$ cat config.mk
export PLATFORM = sky130hd
export DESIGN_NAME = pcie_ram_loader
export DESIGN_NICKNAME = d
export VERILOG_FILES = /design/src/rtl/pcie_ram_loader.sv
export SDC_FILE = /design/constraint.sdc
export NUM_CORES = 1
export LEC_CHECK = 0
export CAP_MARGIN = 40
export CORE_MARGIN = 2
export CORE_UTILIZATION = 30
export CTS_BUF_LIST = sky130_fd_sc_hd__clkbuf_8
export DETAILED_ROUTE_END_ITERATION = 16
export SLEW_MARGIN = 5
export SYNTH_ARGS = -nofsm -noshare
export SYNTH_HDL_FRONTEND = slang
export SYNTH_SLANG_ARGS = --single-unit
$ cat constraint.sdc
create_clock -name clk -period 5.2 [get_ports clk]
set_input_delay 1.56 -clock clk [delete_from_list [all_inputs] [get_ports clk]]
set_output_delay 1.56 -clock clk [all_outputs]
set_load 0.02 [all_outputs]
$ cat src/rtl/pcie_ram_loader.sv
`default_nettype none
// ============================================================================
// pcie_ram_loader : unpacks PCIe beats into 16-bit RAM writes at a base address.
// Optional LOADER_CHECKSUM_EN adds a running 16-bit sum of written words.
// Revision: 1.0
// ============================================================================
module pcie_ram_loader #(
  parameter int PCIE_DATA_WIDTH = 64,
  parameter int ADDR_WIDTH      = 16
) (
  input  logic                       clk,
  input  logic                       rst,
  input  logic                       start,
  input  logic [ADDR_WIDTH-1:0]      base_addr,
  input  logic [15:0]                load_len,
  input  logic [PCIE_DATA_WIDTH-1:0] pcie_data,
  input  logic                       pcie_valid,
  output logic                       pcie_ready,
  output logic                       ram_en,
  output logic                       ram_we,
  output logic [ADDR_WIDTH-1:0]      ram_addr,
  output logic [15:0]                ram_din,
  output logic                       busy,
  output logic                       complete
`ifdef LOADER_CHECKSUM_EN
  ,
  output logic [15:0]                checksum
`endif
);

  localparam int WPB   = PCIE_DATA_WIDTH / 16;
  localparam int CNT_W = $clog2(WPB + 1);
  localparam logic [CNT_W-1:0] LAST_WORD = CNT_W'(WPB);

  localparam logic [1:0] S_IDLE   = 2'd0;
  localparam logic [1:0] S_RECV   = 2'd1;
  localparam logic [1:0] S_UNPACK = 2'd2;
  localparam logic [1:0] S_DONE   = 2'd3;

  logic [1:0]                 state;
  logic [ADDR_WIDTH-1:0]      addr;
  logic [15:0]                remaining;
  logic [PCIE_DATA_WIDTH-1:0] beat;
  logic [CNT_W-1:0]           word_cnt;
  logic                       write_en;
  logic                       take_beat;
  logic                       next_word;
  logic                       write_next;
  logic [15:0]                word;

  assign pcie_ready = (state == S_RECV);
  assign busy       = (state == S_RECV) || (state == S_UNPACK);
  assign ram_en     = write_en;
  assign ram_we     = write_en;

  // Word 0 is issued on the acceptance edge so the first write lands the cycle after.
  assign take_beat  = pcie_ready && pcie_valid;
  assign next_word  = (state == S_UNPACK) && (remaining != 16'd0) && (word_cnt != LAST_WORD);
  assign write_next = take_beat || next_word;
  assign word       = take_beat ? pcie_data[15:0] : beat[15:0];

  always_ff @(posedge clk or posedge rst) begin
    if (rst) begin
      state     <= S_IDLE;
      addr      <= '0;
      remaining <= '0;
      beat      <= '0;
      word_cnt  <= '0;
      write_en  <= 1'b0;
      ram_addr  <= '0;
      ram_din   <= '0;
      complete  <= 1'b0;
    end else begin
      write_en <= 1'b0;
      case (state)
        S_IDLE, S_DONE: begin
          if (start) begin
            addr      <= base_addr;
            remaining <= load_len;
            complete  <= (load_len == 16'd0);
            state     <= (load_len == 16'd0) ? S_DONE : S_RECV;
          end
        end
        S_RECV: begin
          if (pcie_valid) begin
            beat     <= pcie_data >> 16;
            word_cnt <= CNT_W'(1);
            state    <= S_UNPACK;
          end
        end
        S_UNPACK: begin
          if (remaining == 16'd0) begin
            state    <= S_DONE;
            complete <= 1'b1;
          end else if (word_cnt == LAST_WORD) begin
            state <= S_RECV;
          end else begin
            beat     <= beat >> 16;
            word_cnt <= word_cnt + CNT_W'(1);
          end
        end
        default: state <= S_IDLE;
      endcase

      if (write_next) begin
        write_en  <= 1'b1;
        ram_addr  <= addr;
        ram_din   <= word;
        addr      <= addr + ADDR_WIDTH'(1);
        remaining <= remaining - 16'd1;
      end
    end
  end

`ifdef LOADER_CHECKSUM_EN
  logic start_ok;
  assign start_ok = start && ((state == S_IDLE) || (state == S_DONE));

  always_ff @(posedge clk or posedge rst) begin
    if (rst) begin
      checksum <= '0;
    end else if (start_ok) begin
      checksum <= '0;
    end else if (write_next) begin
      checksum <= checksum + word;
    end
  end
`endif

endmodule
`default_nettype wire

==> results of run 1 <==
==> final cells by class <==
class	count	area [sq um]	share of cell area (%)
Clock buffer	19	262	3.30
Clock inverter	10	106	1.34
Inverter	17	66.3	0.838
Multi-Input combinational cell	377	2700	34.1
Sequential cell	119	2980	37.6
Tap cell	265	332	4.19
Timing Repair Buffer	147	1480	18.7
==> flip-flops by register name, indices dropped and copies added (netlist names) <==
signal     count
addr          16
beat          48
complete       1
ram_addr      16
ram_din       16
ram_en         1
remaining     16
state          2
word_cnt       3
==> worst paths after layout <==
| kind | slack [ns] | end | cells after the start | from |
|---|---|---|---|---|
| min in group asynchronous | 1.58 | ram_din[9] | 2 | rst |
| setup / recovery | 1.72 | busy | 4 | state[0] |
| hold / removal | 0.47 | ram_addr[5] | 2 | ram_addr[5] |
| hold reg to reg | 0.47 | ram_addr[5] | 2 | ram_addr[5] |
| setup reg to reg | 2.26 | addr[0] | 9 | remaining[1] |
| max in group asynchronous | 2.76 | remaining[0] | 3 | rst |
==> layer usage <==
metal	global-route usage (%)	vias to the layer above	part of all wire, %
met3	4.01	13	5.9
li1	-	2246	-
met1	20.3	2312	46
met5	0	-	0
met4	4.75	0	1.1
met2	24.7	141	47
==> critical path: stages (launching register included) <==
cell	delay, ns
sky130_fd_sc_hd__dfrtp_1	0.40
sky130_fd_sc_hd__inv_1	0.07
sky130_fd_sc_hd__ha_2	0.31
sky130_fd_sc_hd__inv_1	0.10
sky130_fd_sc_hd__clkdlybuf4s50_1	0.61
==> layout by cell type (no fill, tap or decap), drive strengths merged, types with 2 or more instances in the layout <==
cell type / count
a31o: 2
and3: 5
o22ai: 8
nand3: 12
o21a: 6
nand4: 9
clkbuf: 19
ha: 7
a211oi: 2
nor2: 24
nand2: 81
a22o: 16
and2: 5
a21oi: 24
bufinv: 2
nor4: 9
inv: 17
mux2i: 18
a31oi: 3
o221a: 16
clkinv: 7
or3: 2
nor3b: 2
o21ai: 30
mux2: 65
dfrtp: 119
clkdlybuf4s50: 136
buf: 11
nor3: 9
a21o: 2
and4: 2
==> report_power, final <==
part	leakage (nW)	total (mW)	internal, mW	switching [mW]
clock network	0.193	0.809	0.438	0.371
registers	1.38	1.74	1.40	0.341
logic	1.76	2.49	1.23	1.26
==> metrics by stage <==
stage / worst slack, ns / cell area, sq um
3_3_place_gp: 1.34 / 7500
5_1_grt: 1.61 / 7920
6_report: 1.72 / 7920
2_1_floorplan: 0.483 / 5900
4_1_cts: 1.68 / 7920
3_5_place_dp: 1.31 / 7550
==> logic make-up after synthesis <==
logic type                 share of synthesized area (%)
DFF                                                 50.5
muxes                                               15.5
buffers and inverters                               3.88
and+or+nand+nor                                     14.4
adders and majority gates                           1.48
AOI/OAI and AO/OA                                   14.3
==> flow_metrics.py, run 1 <==
metrics = {
    "place": {
        "routabilityCongestion": 0.848,
        "number_of_placed_cells_counting_well_taps": 925,
        "dpl.hpwl_microns": 11000,
        "place.port_buffers": 136,
    },
    "routing": {
        "post_drt_wl_per_cell_microns": 16.2,
        "drc_viols": 0,
        "drt-initial-drc-count": 240,
        "drtPass1Iterations": 4,
        "routed-via-count": 4712,
        "route.detailed.vias_per_inst": 4.94,
        "drt.antenna.violating_nets": 0,
        "drt_wl_total_microns": 15500,
    },
    "clocking": {
        "cts_resized": 0,
        "cts-root-to-sink-buffers": 2,
        "hold_buffers": 0,
        "clkLatencyLatePin_ns": 0.44,
        "cts_root_buf": "sky130_fd_sc_hd__clkbuf_8",
        "post_cts_buffers": 0,
        "cts_tree": "yes",
        "clkTransAtPathRegs_ns": 0.08,
        "cts-htree-levels": 4,
        "cts.sink_count": 119,
        "cts_made_buffers": 17,
    },
    "sta": {
        "relSlewSlack_pct": 49.2,
        "report.final.hold_viol_count": 0,
        "final.hold.worst_slack_ns": 0.474,
        "fin_tns_setup_ns": 0,
        "max_clock_freq_ghz": 0.288,
        "min_period_over_period_pct": 66.8,
        "final.setup_skew_ns": 0.0135,
        "setup_violations": 0,
        "worst_slew_pin_slew_ns": 0.761,
        "slew_violations": 0,
        "unrepaired_setup_endpoints_after_global_routing": "no",
        "post-route-min-period_ns": 3.48,
    },
    "synth": {
        "yosysSeqAreaShare_pct": 50.5,
        "synth_top_area_share_pct": 50.5,
        "synth_largest_area_cell": "sky130_fd_sc_hd__dfrtp_1",
        "syn_inst": 545,
        "synth.most_common_cell": "sky130_fd_sc_hd__dfrtp_1",
        "mappedNetlistNets": 652,
        "yosys-top-cells-area": "sky130_fd_sc_hd__dfrtp_1 50%, sky130_fd_sc_hd__mux2_2 12%, sky130_fd_sc_hd__nand2_1 5.2%, sky130_fd_sc_hd__mux2i_1 3.1%, sky130_fd_sc_hd__o221a_2 2.9%",
        "synthesis.area_per_instance_sq_um": 10.8,
        "post_synth_instance_area_sq_um": 5900,
        "synth_warnings": 0,
        "netlist-cell-type-count": 57,
        "yosys-top-cells-count": "119 x sky130_fd_sc_hd__dfrtp_1, 81 x sky130_fd_sc_hd__nand2_1, 65 x sky130_fd_sc_hd__mux2_2",
        "synth-edff-count": 0,
        "synth_top_flop_cell": "sky130_fd_sc_hd__dfrtp_1",
        "synth.ff_latch_count": 119,
        "postSynth.asyncResetShare_pct": 100,
    },
    "floorplanning": {
        "rows": 51,
        "floorplan.die_area_sq_um": 20800,
        "fp.dieW_microns": 144,
        "die_h_microns": 144,
        "starting_density_of_the_core_pct": 30.4,
        "fp.coreArea_sq_um": 19400,
        "ioPinCount": 137,
    },
    "global_route": {
        "grt_pass1_vias": 4839,
        "antenna_found_initial": 0,
        "largest_net_degree_at_the_start_of_global_routing": 65,
        "grt_first_pass_wirelength_microns": 24800,
        "track_usage_pct": 15.3,
        "grt_overflow": 0,
    },
    "final_layout": {
        "drive_gt1_share_pct": 19.6,
        "final_cells": 954,
        "nets": 786,
        "finalCoreUtilization_pct": 40.8,
        "syn2layout_area_growth_pct": 34.2,
        "fillerInstances": 1897,
        "antenna-diode-count": 0,
    },
    "power_and_ir_drop": {
        "totalPowerFinal_mw": 5.03,
        "p_per_area_nw_per_um2": 636,
        "ir_worst_vdd_mv": 0.264,
        "power.static_leakage_nw": 3.33,
    },
    "setup_path": {
        "path_max_fanout": 8,
        "worstSetupPathType": "reg -> out",
        "critPathRequiredTime_ns": 3.64,
        "worstSetupStartpointType": "flip-flop",
        "arrival_time_worst_endpoint_ns": 1.92,
        "crit_path_end_kind": "primary output",
    },
    "flow_run": {
        "max_cap_viol": 0,
    },
    "hold_path": {
        "min_path_type": "reg -> reg",
    },
    "status": {
        "status": "finished clean",
    },
}
(Power assumes the default switching activity.)
==> run 2, diff against run 1 <==
Clock period 5.2 ns to 2.8 ns, I/O delays scaled along.
==> run 2 against run 1 <==
Clock power up 110%. Register-to-register slack lost 1.8 ns. Clock skew up 0.0010 ns. Critical path depth down 1. Die area stayed put. Via count increased by 0.32%. Critical path type unchanged. Total power is 90% higher. Combinational power up 88%. Count of clock-buffer cells in the layout fell by 1. Global-route usage fell by 0.27 points.
==> flow_metrics.py, run 2 (synthesis gave the netlist of run 1 again) <==
metrics = {
    "status": {
        "status": "finished clean",
    },
    "sta": {
        "setup_violations": 0,
        "fin_tns_setup_ns": 0,
        "worst_slew_pin_slew_ns": 0.702,
        "report.final.hold_viol_count": 0,
        "relSlewSlack_pct": 52.8,
        "max_clock_freq_ghz": 0.385,
        "final.setup_skew_ns": 0.0145,
        "slew_violations": 0,
        "min_period_over_period_pct": 92.9,
        "post-route-min-period_ns": 2.60,
        "unrepaired_setup_endpoints_after_global_routing": "no",
    },
    "final_layout": {
        "layout_common_cells": "135 x sky130_fd_sc_hd__clkdlybuf4s50_1, 119 x sky130_fd_sc_hd__dfrtp_1, 81 x sky130_fd_sc_hd__nand2_1",
        "antenna-diode-count": 0,
        "fillerInstances": 1928,
        "final_cells": 961,
        "finalInstanceArea_sq_um": 8040,
        "footprint_of_the_multi_input_gates_sq_um": 2700,
        "nets": 790,
        "seq_area_sq_um": 2980,
        "largest-register": "beat",
        "finalCoreUtilization_pct": 41.5,
        "drive_gt1_share_pct": 20.5,
        "mostFrequentLayoutCell": "sky130_fd_sc_hd__clkdlybuf4s50_1",
        "largest_register_ff_count": 48,
        "syn2layout_area_growth_pct": 36.3,
    },
    "floorplanning": {
        "ioPinCount": 137,
        "floorplan.die_area_sq_um": 20800,
        "starting_density_of_the_core_pct": 30.4,
        "rows": 51,
        "fp.coreArea_sq_um": 19400,
        "fp.dieW_microns": 144,
        "die_h_microns": 144,
    },
    "clocking": {
        "cts_tree": "yes",
        "post_cts_buffers": 0,
        "cts-root-to-sink-buffers": 2,
        "cts-htree-levels": 4,
        "hold_buffers": 0,
        "cts_resized": 1,
        "clkTransAtPathRegs_ns": 0.07,
        "cts_made_buffers": 17,
        "cts_root_buf": "sky130_fd_sc_hd__clkbuf_8",
        "cts.sink_count": 119,
        "clkLatencyLatePin_ns": 0.44,
    },
    "setup_path": {
        "critical-path-top-delay-family": "buffers and inverters",
        "worstSetupStartpointType": "flip-flop",
        "worstSetupPathType": "reg -> out",
        "path_max_fanout": 5,
        "path_cells": "inv_1 > ha_1 > clkdlybuf4s50_1",
        "arrival_time_worst_endpoint_ns": 1.76,
        "slowest_delay_ns": 0.63,
        "critical_path_buffer_and_inverter_count": 2,
        "crit_path_end_kind": "primary output",
        "critical_path_top_delay_cell": "sky130_fd_sc_hd__clkdlybuf4s50_1",
        "critPathRequiredTime_ns": 1.96,
    },
    "routing": {
        "drt-initial-drc-count": 334,
        "routed-via-count": 4727,
        "drc_viols": 0,
        "post_drt_wl_per_cell_microns": 15.8,
        "route.detailed.vias_per_inst": 4.92,
        "drt.antenna.violating_nets": 0,
        "drt_wl_total_microns": 15100,
        "drtPass1Iterations": 6,
    },
    "power_and_ir_drop": {
        "pwr-share-clk_pct": 17.4,
        "share_of_power_burned_in_registers_pct": 33.7,
        "ir_worst_vdd_mv": 0.562,
        "p_sw_mw": 3.72,
        "p_per_area_nw_per_um2": 1190,
        "switching_share_pct": 38.8,
        "power.static_leakage_nw": 3.37,
        "part_of_the_power_in_combinational_logic_pct": 48.9,
        "internal_portion_of_total_power_mw": 5.87,
    },
    "global_route": {
        "globalRouteMet2Util_pct": 24.5,
        "grt_max_usage_layer": "met2",
        "track_usage_pct": 15.1,
        "grt_overflow": 0,
        "grt_first_pass_wirelength_microns": 24600,
        "antenna_found_initial": 0,
        "grt_pass1_vias": 4840,
        "groute.layer.met3.usage_pct": 3.54,
        "global_route.usage.met1_pct": 20.0,
        "largest_net_degree_at_the_start_of_global_routing": 71,
    },
    "flow_run": {
        "max_cap_viol": 0,
    },
    "place": {
        "dpl.hpwl_microns": 10900,
        "routabilityCongestion": 0.782,
        "place.port_buffers": 136,
        "placed_cell_area_sq_um": 7620,
        "number_of_placed_cells_counting_well_taps": 929,
    },
    "hold_path": {
        "min_path_type": "reg -> reg",
    },
}
[run 2: cell type report]
class,instances,area share (%)
clock buffer,18,3.08
clock inverter,14,2.16
inverter,17,0.840
multi-input combinational,377,33.6
sequential,119,37.0
tap,265,4.12
timing repair buffer,151,19.2
[run 2: worst paths after layout]
check | to | cells after the start | start | slack [ns]
min in group asynchronous | remaining[6] | 3 | rst | 0.84
worst min register to register | ram_addr[5] | 2 | ram_addr[5] | 0.47
worst min-delay path | ram_addr[5] | 2 | ram_addr[5] | 0.47
worst max-delay path | pcie_ready | 3 | state[1] | 0.20
max in group asynchronous | ram_din[3] | 3 | rst | 1.60
worst max register to register | remaining[9] | 9 | remaining[0] | 0.49
[run 2: stage by stage]
step / hold slack [ns] / setup WS (ns) / total power, mW
floorplan: 0.467 / 0.505 / 6.38
global placement: 0.453 / 0.244 / 7.80
detailed placement: 0.461 / 0.226 / 8.01
CTS: 0.477 / 0.161 / 9.70
global route: 0.497 / 0.117 / 10.3
finish: 0.473 / 0.200 / 9.59
[run 2: per-layer routing]
layer  part of all wire, %  vias up
met5                     0        -
met4                   1.1        0
met3                   5.7       14
met2                    48      142
met1                    45     2299
li1                      -     2272
[run 2: worst min-delay path, stage by stage (launching register included)]
cell,delay (ns)
sky130_fd_sc_hd__dfrtp_1,0.34
sky130_fd_sc_hd__nand2_1,0.05
sky130_fd_sc_hd__nand2_1,0.05
[run 2: power groups by stage]
stage | Clock (mW) | Sequential [mW] | Combinational [mW]
6_report | 1.66 | 3.23 | 4.69
5_1_grt | 1.79 | 3.35 | 5.18
4_1_cts | 1.71 | 3.24 | 4.75
3_5_place_dp | 0 | 3.27 | 4.75
3_3_place_gp | 0 | 3.22 | 4.58
2_1_floorplan | 0 | 3.36 | 3.02
